File: src/rtl/game_pkg.sv
// Shared definitions for the mosquito kill/respawn return path.
// Slot-state encoding, default frame counts and counter width.
package game_pkg;

    typedef enum logic [1:0] {
        SlotAlive   = 2'd0,
        SlotDying   = 2'd1,
        SlotDead    = 2'd2,
        SlotRespawn = 2'd3
    } slot_state_e;

    localparam int unsigned DYING_FRAMES_DEF   = 8;
    localparam int unsigned RESPAWN_FRAMES_DEF = 60;
    localparam int unsigned CNT_W_DEF          = 8;

    function automatic logic [3:0] popcount8(input logic [7:0] v);
        logic [3:0] n;
        n = '0;
        for (int i = 0; i < 8; i++) begin
            n = n + 4'(v[i]);
        end
        return n;
    endfunction

endpackage

File: src/rtl/mosquito_slot_lifecycle.sv
// Single-slot kill / dying / dead / respawn lifecycle with a frame counter.
// hit is expected to be pre-qualified with the slot's alive flag.
module mosquito_slot_lifecycle
    import game_pkg::*;
#(
    parameter int unsigned DYING_FRAMES   = DYING_FRAMES_DEF,
    parameter int unsigned RESPAWN_FRAMES = RESPAWN_FRAMES_DEF,
    parameter int unsigned CNT_W          = CNT_W_DEF
) (
    input  logic clk,
    input  logic reset,
    input  logic frame_tick,
    input  logic hit,
    input  logic ack,
    output logic kill,
    output logic dying,
    output logic req
);

    localparam logic [CNT_W-1:0] DYING_LOAD   = CNT_W'(DYING_FRAMES - 1);
    localparam logic [CNT_W-1:0] RESPAWN_LOAD = CNT_W'(RESPAWN_FRAMES - 1);

    slot_state_e      state_q, state_d;
    logic [CNT_W-1:0] cnt_q, cnt_d;
    logic             kill_q, kill_d;

    always_ff @(posedge clk) begin
        if (reset) begin
            state_q <= SlotAlive;
            cnt_q   <= '0;
            kill_q  <= 1'b0;
        end else begin
            state_q <= state_d;
            cnt_q   <= cnt_d;
            kill_q  <= kill_d;
        end
    end

    always_comb begin
        state_d = state_q;
        cnt_d   = cnt_q;
        kill_d  = 1'b0;
        unique case (state_q)
            SlotAlive: begin
                // A load on entry wins over a coincident frame_tick.
                if (hit) begin
                    kill_d  = 1'b1;
                    state_d = SlotDying;
                    cnt_d   = DYING_LOAD;
                end
            end
            SlotDying: begin
                if (frame_tick) begin
                    if (cnt_q == '0) begin
                        state_d = SlotDead;
                        cnt_d   = RESPAWN_LOAD;
                    end else begin
                        cnt_d = cnt_q - 1'b1;
                    end
                end
            end
            SlotDead: begin
                if (frame_tick) begin
                    if (cnt_q == '0) begin
                        state_d = SlotRespawn;
                    end else begin
                        cnt_d = cnt_q - 1'b1;
                    end
                end
            end
            SlotRespawn: begin
                if (ack) begin
                    state_d = SlotAlive;
                    cnt_d   = '0;
                end
            end
            default: begin
                state_d = SlotAlive;
                cnt_d   = '0;
            end
        endcase
    end

    assign kill  = kill_q;
    assign dying = (state_q == SlotDying);
    assign req   = (state_q == SlotRespawn);

endmodule

File: src/rtl/enemy_hit_to_mosquito_router.sv
// Routes collision hits (enemy slot i -> mosquito slot i) through per-slot lifecycles,
// and produces the per-cycle score increment and a saturating kill total.
module enemy_hit_to_mosquito_router
    import game_pkg::*;
#(
    parameter int unsigned N_MOSQ         = 2,
    parameter int unsigned DYING_FRAMES   = DYING_FRAMES_DEF,
    parameter int unsigned RESPAWN_FRAMES = RESPAWN_FRAMES_DEF,
    parameter int unsigned CNT_W          = CNT_W_DEF
) (
    input  logic              clk,
    input  logic              reset,
    input  logic              frame_tick,
    input  logic [N_MOSQ-1:0] enemy_hit_flat,
    input  logic [N_MOSQ-1:0] mosquito_alive_flat,
    input  logic [N_MOSQ-1:0] respawn_ack,
    output logic [N_MOSQ-1:0] mosquito_kill,
    output logic [N_MOSQ-1:0] mosquito_dying,
    output logic [N_MOSQ-1:0] respawn_req,
    output logic [3:0]        score_inc,
    output logic [CNT_W-1:0]  kill_count
);

    localparam int unsigned     SUM_W   = CNT_W + 4;
    localparam logic [SUM_W-1:0] CNT_MAX = SUM_W'({CNT_W{1'b1}});

    logic [N_MOSQ-1:0] qualified_hit;
    logic [CNT_W-1:0]  kill_count_q, kill_count_d;
    logic [SUM_W-1:0]  count_sum;

    assign qualified_hit = enemy_hit_flat & mosquito_alive_flat;

    for (genvar i = 0; i < N_MOSQ; i++) begin : g_slot
        mosquito_slot_lifecycle #(
            .DYING_FRAMES   (DYING_FRAMES),
            .RESPAWN_FRAMES (RESPAWN_FRAMES),
            .CNT_W          (CNT_W)
        ) u_slot (
            .clk        (clk),
            .reset      (reset),
            .frame_tick (frame_tick),
            .hit        (qualified_hit[i]),
            .ack        (respawn_ack[i]),
            .kill       (mosquito_kill[i]),
            .dying      (mosquito_dying[i]),
            .req        (respawn_req[i])
        );
    end

    // Decoded from the registered kill bits, so it stays aligned with mosquito_kill.
    assign score_inc = popcount8(8'(mosquito_kill));

    always_comb begin
        count_sum    = SUM_W'(kill_count_q) + SUM_W'(score_inc);
        kill_count_d = (count_sum > CNT_MAX) ? {CNT_W{1'b1}} : count_sum[CNT_W-1:0];
    end

    always_ff @(posedge clk) begin
        if (reset) begin
            kill_count_q <= '0;
        end else begin
            kill_count_q <= kill_count_d;
        end
    end

    assign kill_count = kill_count_q;

endmodule

File: config.mk
export PLATFORM = sky130hd
export DESIGN_NAME = enemy_hit_to_mosquito_router
export DESIGN_NICKNAME = d
export VERILOG_FILES = /design/src/rtl/game_pkg.sv /design/src/rtl/mosquito_slot_lifecycle.sv /design/src/rtl/enemy_hit_to_mosquito_router.sv
export SDC_FILE = /design/constraint.sdc
export NUM_CORES = 1
export LEC_CHECK = 0
export CAP_MARGIN = 0
export CORE_ASPECT_RATIO = 0.7
export CORE_MARGIN = 8
export CORE_UTILIZATION = 60
export DETAILED_ROUTE_END_ITERATION = 6
export PLACE_DENSITY = 0.83
export SLEW_MARGIN = 10
export SYNTH_ARGS = -nofsm -noshare
export SYNTH_HDL_FRONTEND = slang
export SYNTH_SLANG_ARGS = --single-unit
File: constraint.sdc
create_clock -name clk -period 4.2 [get_ports clk]
set_input_delay 0.42 -clock clk [delete_from_list [all_inputs] [get_ports clk]]
set_output_delay 0.42 -clock clk [all_outputs]
set_load 0.005 [all_outputs]
* Word level (Yosys, flattened, before mapping)
Index checks and enable logic that the tools add are counted. Widths: inputs -> output; s select.
Storage, ports and cells: register bits 30, input port bits 9, latch bits 0, logic and storage cells 76, memories kept 0, bits in writable memories 0, bits in read-only memories 0, output and inout bits 18
Operators by class: $add $sub $neg 4, $lt $le $gt $ge 1, shift operators 0, muxes and demuxes 31, reduce and logical (&&, ||, !) cells 10, divide/modulo/power cells 0, multiply operators 0, eq/ne operators 20, bitwise gates (word level) 3
Operators by type and width (count):
- $mux 8 | 13
- $pmux 8 s4 | 2
- $mux 2 | 12
- $ne 2x2->1 const B | 12
- $logic_not 8->1 | 2
- $pmux 2 s4 | 2
- $sub 8x1->8 const B | 2
- $reduce_and 6->1 | 2
- $reduce_and 5->1 | 2
- $add 8x2->9 | 1
- $gt 9x8->1 const B | 1
- $eq 2x2->1 const B | 4
- $eq 2x1->1 const B | 2
- $logic_not 2->1 | 2
- $ne 2x1->1 const B | 2
- $reduce_or 2->1 | 2
- $add 1x1->2 | 1
- $and 2x2->2 | 1
- $mux 1 | 2
- $not 1->1 | 2

* Longest topological paths before layout
Gate-level depths: netlist of run 1.
word-level depth 4, depth in mapped cells 7, mapped depth without buffers 7

* Cells and area by module
A second synthesis of run 1 with hierarchy kept.
Unflattened totals: cell total of the unflattened synthesis 228, area, all modules 1939.4 um2
Modules (own cells, without submodules):
- mosquito_slot_lifecycle | instances 2, sequential area each 220.2 um2, cells an instance 91, area each 755.7 um2
- enemy_hit_to_mosquito_router | instances 1, sequential area each 160.2 um2, cells an instance 46, area each 427.9 um2

* Least setup slack after synthesis of run 1
No wires, ideal clock.
path type register to register, from reg g_slot[0].u_slot.state_q[0], to reg g_slot[0].u_slot.cnt_q[3], required time 4.081 ns, slack 2.374 ns, data arrival time 1.708 ns, cell stages (with the launch flop) 8, library setup time 0.119 ns, cells stage by stage dfxtp_1 > inv_1 > ha_1 > buf_2 > o21ba_2 > a211oi_1 > nand2_1 > o221a_2
On the way: cells in the longest elaborated chain, start to end 3, elaborated cells on any way between the ends 11
RTL lines:
- start, declared | RTL line mosquito_slot_lifecycle.sv:23 | slot_state_e state_q, state_d;
- start signal, assigned | RTL line mosquito_slot_lifecycle.sv:29 | state_q <= SlotAlive;
- start signal, assigned | RTL line mosquito_slot_lifecycle.sv:33 | state_q <= state_d;
- $eq 2x2->1, or another cell as far along | RTL line mosquito_slot_lifecycle.sv:43 | unique case (state_q)
- $ne 2x2->1 (no line)
- $reduce_and 5->1 (no line)
- end signal, assigned | RTL line mosquito_slot_lifecycle.sv:34 | cnt_q <= cnt_d;
- end, declared | RTL line mosquito_slot_lifecycle.sv:24 | logic [CNT_W-1:0] cnt_q, cnt_d;
Several ways; a longest one is shown, not always the timed one. A chain may end at the register's enable or synchronous reset.

* Worst setup path after layout of run 1
from reg g_slot[0].u_slot.state_q[0], to reg g_slot[0].u_slot.cnt_q[5]
The elaborated chain is that of the path after synthesis.

==> results of run 1 <==
path summary, 6_finish.rpt:
check	end	slack (ns)	startpoint
worst max-delay path	g_slot[0].u_slot.cnt_q[5]$_SDFFE_PP0P_	2.09	g_slot[0].u_slot.state_q[0]$_SDFFE_PP0P_
worst max register to register	g_slot[0].u_slot.cnt_q[5]$_SDFFE_PP0P_	2.09	g_slot[0].u_slot.state_q[0]$_SDFFE_PP0P_
worst min register to register	g_slot[1].u_slot.state_q[1]$_SDFFE_PP0P_	0.53	g_slot[1].u_slot.state_q[1]$_SDFFE_PP0P_
worst min-delay path	g_slot[1].u_slot.state_q[1]$_SDFFE_PP0P_	0.53	g_slot[1].u_slot.state_q[1]$_SDFFE_PP0P_
per-stage QoR:
step / std cells / setup WS, ns
2_1_floorplan: 247 / 2.37
3_3_place_gp: 305 / 1.93
3_5_place_dp: 305 / 1.92
4_1_cts: 313 / 2.10
5_1_grt: 313 / 1.94
6_report: 313 / 2.09
layer usage:
metal,share of wire,track usage,wire [microns]
met3,0.10,0.0523,498
met4,0.012,0.0577,59
met5,0,0,0
met2,0.42,0.272,2080
met1,0.46,0.255,2290
cell usage after synthesis (2+ instances only):
cell type | count | area share
nand3_1 | 8 | 0.019
nand2_1 | 15 | 0.027
a21oi_1 | 20 | 0.048
nor2_1 | 13 | 0.023
or4_1 | 2 | 0.0071
a221oi_2 | 2 | 0.014
or3b_1 | 2 | 0.0083
a31oi_1 | 11 | 0.033
nor3_2 | 2 | 0.0095
buf_4 | 9 | 0.032
or3_1 | 5 | 0.015
nand4_1 | 3 | 0.0089
clkbuf_1 | 7 | 0.012
nor4b_4 | 2 | 0.023
o31ai_1 | 4 | 0.014
nor4_1 | 3 | 0.0089
and3_1 | 3 | 0.0089
a221oi_1 | 3 | 0.012
nor3_1 | 6 | 0.014
ha_1 | 16 | 0.095
o21bai_1 | 4 | 0.014
nor2b_1 | 4 | 0.012
xnor2_1 | 2 | 0.0083
o21ai_0 | 5 | 0.012
o221a_2 | 3 | 0.016
dfxtp_1 | 30 | 0.29
a21o_1 | 4 | 0.014
a211oi_1 | 4 | 0.014
o211ai_1 | 3 | 0.011
o32ai_1 | 3 | 0.012
inv_1 | 19 | 0.034
placed cells by master (no fill, tap or decap), types with 2 or more instances in the layout:
cell	synthesis	routed
dfxtp_1	30	30
clkdlybuf4s50_1	0	24
a21oi_1	20	20
inv_1	19	19
ha_1	16	16
nand2_1	15	15
nor2_1	13	13
a31oi_1	11	11
nand3_1	8	8
nor3_1	6	6
clkbuf_8	0	6
or3_1	5	5
o21ai_0	5	5
nor2b_1	4	4
a211oi_1	4	4
o21bai_1	4	4
a21o_1	4	4
o31ai_1	4	4
o211ai_1	3	3
o221a_2	3	3
nor4_1	3	3
a221oi_1	3	3
o32ai_1	3	3
and3_1	3	3
nand4_1	3	3
nor3_2	2	2
nor4b_4	2	2
a221oi_2	2	2
or4_1	2	2
xnor2_1	2	2
or3b_1	2	2
conb_1	1	2
kinds of logic (layout without fill, tap and decap cells):
kind of cell,count (synthesis),in the layout
xor gates and xnor gates,2,2
adders and majority gates,17,17
buffers and inverters,36,52
other,1,2
AOI/OAI and AO/OA,80,80
and+or+nand+nor,80,80
DFF,30,30
state kept, by name, summed over array words and instances (netlist names):
register and cells:
g_slot.u_slot.cnt_q 16, g_slot.u_slot.kill 2, kill_count 8, g_slot.u_slot.state_q 4
tightest hold or removal path, delay by kind of cell (launching register included):
| kind | cells | cell delay [ns] |
|---|---|---|
| AOI/OAI and AO/OA | 2 | 0.14 |
| DFF | 1 | 0.34 |
power breakdown:
part	switching [mW]	total, mW	leakage (nW)	internal [mW]
sequential	0.0926	0.453	0.245	0.360
clock	0.114	0.246	0.0472	0.131
combinational	0.616	1.05	0.642	0.433
total	0.823	1.75	0.934	0.925
final cells by class:
type	count	area share
Inverter	19	0.0295
Clock inverter	2	0.00518
Sequential cell	30	0.249
Timing Repair Buffer	25	0.103
Multi-Input combinational cell	181	0.554
Tap cell	50	0.0259
Clock buffer	6	0.0342
==> metrics.cfg, run 1 <==
[floorplanning]
num_io_pins=27
design.die.area_sq_mm=0.00569
rows=18
core_area_sq_mm=0.00345
start_util=0.611
chipHeight_microns=65.6
die_x_microns=86.8

[hold_path]
min_path_cells=2
hold_class=register to register

[job]
drv_cap=0

[place]
gp_congestion=0.958
portBuffers=24
dpl-instance-area_sq_mm=0.00232
dp.final_hpwl_mm=3.65

[critical_path]
max_stage_delay_ns=0.44
worstSetupStartpointType=register
crit_buf_inv=1
r2r_cells=6
worstPathArrival_ns=2.28
cpMaxStageDelayCell=a211oi_1
cp-end-kind=register
cp.required_ns=4.38
cp_cell_sequence=inv_1, ha_1, o21ba_2, a211oi_1, nand2_1, o221a_2
worstSetupPathType=register to register
crit_cells=6
crit_fanout=9
crit_family=compound AO/OA/AOI/OAI gates

[layout]
utilization=0.701
final_nets=288
area_delta_synth_final_pct=14.7
layout-drive-gt1-share=0.118
fin_area_sq_mm=0.00241
multi_input_area_sq_mm=0.00134
fillers=273
insertedDiodeCount=0
seqCellArea_sq_um=601

[global_route]
grt_max_degree=25
grt_pass1_vias=1860
grt_overflow=0
antenna_found_initial=0
grt_pass1_wl_mm=8.63
grt_use_total=0.186

[drt]
drt_wl_total_mm=4.93
drc=0
initialDrtViolationCount=200
via_count=1990
antenna_left=0
drt-wirelength-per-cell_microns=15.7
via_per_inst=6.36
first_pass_iters=4

[sta]
finalSetupTns_ns=0
min_period_over_period=0.501
worstMarginPinSlew_ns=0.608
fmax_mhz=475
hold_viol_final=0
slew_headroom=0.591
finalSetupViolCount=0
fin_skew_ns=0.00357
holdWs_ns=0.526
drv_slew=0
rsz0062_at_grt=no
layout_min_cycle_time_ns=2.11

[synthesis]
synth_top_family_by_area=compound AO/OA/AOI/OAI gates
synthAdderAreaFrac=0.105
synth-seq-cells=30
yosys.area_share.simple=0.232
yosysSeqAreaShare=0.285
synthArstFlopShare=0
synth-edff-count=0
ys.flop_type=dfxtp_1
ys_types=60
synth_xor_area_frac=0.00832
synth_compound_area_frac=0.287
yosysWarnings=0
synth_mux_area_frac=0
postSynthCellCount=246
synth.avg_cell_area_sq_um=8.55
syn_area_sq_mm=0.00210

[status]
status=finished clean

[clocking]
cts_sinks=30
cts_tree=yes
numCtsBuffers=5
clk_pin_slew_ns=0.06
post_cts_buffers=0
cts_root_buffer=clkbuf_8
postCtsResizedCells=0
clk_latency_ns=0.29
h-tree-depth=2
clockBufferDepth=2
hold_buffers=0

[power]
ir_drop_mv=0.424
p_per_area_mw_per_mm2=724
p_total_mw=1.75
leakage_nw=0.934

No activity file was read; power rests on OpenSTA's default activity.
==> run 2: changes to the inputs <==
--- a/config.mk
+++ b/config.mk
@@ -8,9 +8,9 @@
 export CAP_MARGIN = 0
 export CORE_ASPECT_RATIO = 0.7
 export CORE_MARGIN = 8
-export CORE_UTILIZATION = 60
+export CORE_UTILIZATION = 55
 export DETAILED_ROUTE_END_ITERATION = 6
-export PLACE_DENSITY = 0.83
+export PLACE_DENSITY = 0.76
 export SLEW_MARGIN = 10
 export SYNTH_ARGS = -nofsm -noshare
 export SYNTH_HDL_FRONTEND = slang
==> constraint.sdc (replaced) <==
create_clock -name clk -period 2.1 [get_ports clk]
set_input_delay 0.21 -clock clk [delete_from_list [all_inputs] [get_ports clk]]
set_output_delay 0.21 -clock clk [all_outputs]
set_load 0.005 [all_outputs]
==> metrics.cfg, run 2 (synthesis gave the netlist of run 1 again) <==
[status]
status=finished clean

[drt]
antenna_left=0
first_pass_iters=5
via_per_inst=6.12
initialDrtViolationCount=181
drt_wl_total_mm=5.22
drt-wirelength-per-cell_microns=16.2
via_count=1976
drc=0

[power]
p_per_area_mw_per_mm2=1520
p_total_mw=3.87
ir_drop_mv=0.958
leakage_nw=1.00

[global_route]
grt_use_total=0.175
grt_pass1_vias=1788
antenna_found_initial=0
grt_pass1_wl_mm=8.67
grt_max_degree=17
grt_overflow=0

[place]
dp_slack_ns=0.144
portBuffers=24
gp_congestion=0.940
dp.final_hpwl_mm=3.96
place_inst=315

[critical_path]
r2r_start=g_slot[0].u_slot.state_q[1]$_SDFFE_PP0P_
worstPathArrival_ns=2.16
worstSetupStartpointType=register
reg2reg_to=g_slot[0].u_slot.cnt_q[4]$_SDFFE_PP0P_
worstSetupEndpoint=g_slot[0].u_slot.cnt_q[4]$_SDFFE_PP0P_
worstSetupPathType=register to register
r2r_slack_ns=0.14
r2r_cells=6
cp.required_ns=2.30
crit_fanout=9
cp-end-kind=register
crit_start=g_slot[0].u_slot.state_q[1]$_SDFFE_PP0P_

[sta]
min_period_over_period=0.934
fmax_mhz=510
fin_ws_ns=0.138
hold_viol_final=0
finalSetupViolCount=0
holdWs_ns=0.535
drv_slew=0
slew_headroom=0.606
layout_min_cycle_time_ns=1.96
fin_skew_ns=0.00786
worstMarginPinSlew_ns=0.586

[floorplanning]
start_util=0.584
num_io_pins=27
core_area_sq_mm=0.00360
chipHeight_microns=67.8
rows=18
design.die.area_sq_mm=0.00609
die_x_microns=89.9

[clocking]
clockBufferDepth=2
numCtsBuffers=5
clk_pin_slew_ns=0.06
cts_sinks=30
clk_latency_ns=0.29
cts_tree=yes
h-tree-depth=2
post_cts_buffers=0
cts_root_buffer=clkbuf_8

[layout]
regMostFlops=g_slot.u_slot.cnt_q
layout.cells.non_filler=323
largest_reg_flops=16
utilization=0.707
area_delta_synth_final_pct=21.0
fillers=298
layout_commonest_cell=dfxtp_1
layout-drive-gt1-share=0.158
layout_common_cells=dfxtp_1 (30), clkdlybuf4s50_1 (24), a21oi_1 (20), inv_1 (19), ha_1 (16)
final_nets=298
insertedDiodeCount=0

[job]
drv_cap=0

[hold_path]
hold_class=register to register

run 2: power by group:
group	leakage [nW]	switching (mW)	internal (mW)	total (mW)
clock network	0.0714	0.228	0.506	0.734
logic	0.687	1.26	0.965	2.23
registers	0.245	0.188	0.720	0.908
total	1.00	1.68	2.19	3.87
run 2: how the worst min path moves through the flow:
stage	endpoint	startpoint	depth (start not counted)	slack, ns
4_1_cts	g_slot[1].u_slot.state_q[0]$_SDFFE_PP0P_	g_slot[1].u_slot.state_q[0]$_SDFFE_PP0P_	2	0.53
5_1_grt	g_slot[1].u_slot.cnt_q[6]$_SDFFE_PP0P_	g_slot[1].u_slot.cnt_q[6]$_SDFFE_PP0P_	2	0.55
2_1_floorplan	g_slot[0].u_slot.state_q[1]$_SDFFE_PP0P_	reset	1	0.32
3_5_place_dp	g_slot[1].u_slot.state_q[0]$_SDFFE_PP0P_	g_slot[1].u_slot.state_q[0]$_SDFFE_PP0P_	2	0.52
6_report	g_slot[1].u_slot.state_q[0]$_SDFFE_PP0P_	g_slot[1].u_slot.state_q[0]$_SDFFE_PP0P_	2	0.53
3_3_place_gp	g_slot[1].u_slot.cnt_q[7]$_SDFFE_PP0P_	g_slot[1].u_slot.cnt_q[7]$_SDFFE_PP0P_	2	0.51
run 2: through the flow:
step,TNS (ns),instance area (sq um)
5_1_grt,-0.0242,2550
3_3_place_gp,0,2390
6_report,0,2550
2_1_floorplan,0,2110
3_5_place_dp,0,2390
4_1_cts,0,2540
run 2: metal layers:
layer,share of wire,global-route usage
met5,0,0
met4,0.017,0.0784
met3,0.091,0.0509
met2,0.41,0.258
met1,0.48,0.232
run 2: timing repair:
| item | 4_1_cts | 5_1_grt |
|---|---|---|
| gates resized for setup | 0 | 2 |
| endpoints found under the setup margin | 0 | 2 |
| hold buffers | 0 | 0 |
run 2: final cells by class:
| type | instances | area, sq um | share of cell area |
|---|---|---|---|
| clock buffer | 6 | 82.6 | 0.0324 |
| clock inverter | 2 | 60.1 | 0.0236 |
| inverter | 19 | 71.3 | 0.0280 |
| multi-input combinational | 181 | 1350 | 0.529 |
| sequential | 30 | 601 | 0.236 |
| tap | 50 | 62.6 | 0.0246 |
| timing repair buffer | 35 | 323 | 0.127 |
run 2: critical path, cell delays in order, from the launching register on:
cell and delay, ns:
dfxtp_1 0.37, inv_1 0.09, ha_1 0.30, nor2b_1 0.19, or2_0 0.33, a221o_1 0.39
a221oi_2 0.21
==> RTL change (config.mk and constraints of run 1) <==
Encoding of `slot_state_e`: now one-hot (4 bits for 4 states).
--- a/src/rtl/game_pkg.sv
+++ b/src/rtl/game_pkg.sv
@@ -4,7 +4,7 @@
 
-    typedef enum logic [1:0] {
-        SlotAlive   = 2'd0,
-        SlotDying   = 2'd1,
-        SlotDead    = 2'd2,
-        SlotRespawn = 2'd3
+    typedef enum logic [3:0] {
+        SlotAlive   = 4'b0001,
+        SlotDying   = 4'b0010,
+        SlotDead    = 4'b0100,
+        SlotRespawn = 4'b1000
     } slot_state_e;
Behaviour: no difference found for any inputs over 10 cycles, from zero or initial values and one cycle with reset high; not proved beyond that.
==> RTL change against run 1 <==
- routed wire length is 9.8% lower
- area after synthesis is 5.2% lower
- maximum frequency is 8.7% lower
- total power is 8.7% lower
- cell area is 3.1% lower
- sequential cell count is 4 higher
- first-iteration DRC count is 7.5% higher
- highest routed layer unchanged
- worst setup slack worse by 200 ps
- core utilization is 3.7 points higher
==> RTL change: results (changes against run 1) <==
- Status: complete, no violations (unchanged)
- Filler Cell Count: 244 (was 273)
- Pre-CTS WS: 1740 ps (was 1920 ps)
- Placed inst area: 2200 µm² (was 2320 µm²)
- Int Pwr: 975 µW (was 925 µW)
- Total GRT Usage: 0.169 (was 0.186)
- Register area share after synthesis: 0.341 (was 0.285)
- Reg2reg path depth: 7 (was 6)
- Dpl cells: 282 (was 305)
- Met2 usage: 0.228 (was 0.272)
- GRT met3 Usage: 0.0587 (was 0.0523)
- Sequential share of cell area: 0.291 (was 0.249)
- Vias post-DR: 1760 (was 1990)
- Metal-1 WL: 2.20 mm (was 2.29 mm)
- Period minus WS final: 2310 ps (was 2110 ps)
- Worst reg2reg setup slack: 1930 ps (was 2090 ps)
- Mean post-synth cell area: 8.60 µm² (was 8.55 µm²)
- Netlist cell types: 52 (was 60)
- Data buffer area share: 0.106 (was 0.103)
- Slowest-stage cell, CP: or4b_1 (was a211oi_1)
- Hold Slack: 534 ps (was 526 ps)
- RR Endpoint: g_slot[1].u_slot.state_q[2] (was g_slot[0].u_slot.cnt_q[5])
- Routed wire length: 4.44 mm (was 4.93 mm)
- Crit. Startpoint: g_slot[1].u_slot.state_q[1] (was g_slot[0].u_slot.state_q[0])
- Largest net degree at the start of global routing: 33 (was 25)
- First-pass GRT wire length: 7.64 mm (was 8.63 mm)
- Synth area leaders: dfxtp_1 34%, a21oi_1 5.5%, nor2_1 4.3% (was dfxtp_1 29%, ha_1 9.5%, a21oi_1 4.8%)
- Worst Hold End: g_slot[0].u_slot.cnt_q[1] (was g_slot[1].u_slot.state_q[1])
- Share of cells above drive strength 1: 0.0913 (was 0.118)
- Hold_sp: g_slot[0].u_slot.cnt_q[1] (was g_slot[1].u_slot.state_q[1])
- Non-CTS inverters: 12 (was 19)
- Synth-to-Final Area Change: 17.2% (was 14.7%)
- Post-DP HPWL: 3.16 mm (was 3.65 mm)
- Lkg Pwr: 0.884 nW (was 0.934 nW)
- Area occupied by multi-input gates: 1180 µm² (was 1340 µm²)
- VDD IR max: 0.000398 V (was 0.000424 V)
- Commonest cells in the netlist: 34 x dfxtp_1, 23 x nor2_1, 22 x a21oi_1 (was 30 x dfxtp_1, 20 x a21oi_1, 19 x inv_1)
- Routability cong.: 0.860 (was 0.958)
- Max incr delay on CP: 620 ps (was 440 ps)
- Clk cell area share: 0.0610 (was 0.0394)
[RTL change: cell count changes after synthesis, sizes merged, moves of 6 or more]
cell          run 1  this run
nor2             14        23
ha               16         5
nor4b             3         9
inv              19        12
nor3              8        17
a31oi            11         2
[RTL change: cells by family after synthesis]
| group | share of synthesized area |
|---|---|
| AO/OA/AOI/OAI | 0.205 |
| XOR/XNOR | 0.0483 |
| adder cells (fa/ha/maj) | 0.0414 |
| buffers and inverters | 0.0715 |
| flip-flops | 0.341 |
| multiplexers | 0.0157 |
| other | 0.00188 |
| AND/OR/NAND/NOR | 0.275 |
[RTL change: power by group through the flow]
stage / Combinational (mW) / Sequential [mW] / Clock (mW)
floorplan: 0.594 / 0.478 / 0
global placement: 0.687 / 0.505 / 0
detailed placement: 0.697 / 0.508 / 0
CTS: 0.707 / 0.502 / 0.379
global route: 0.800 / 0.521 / 0.397
finish: 0.719 / 0.506 / 0.372
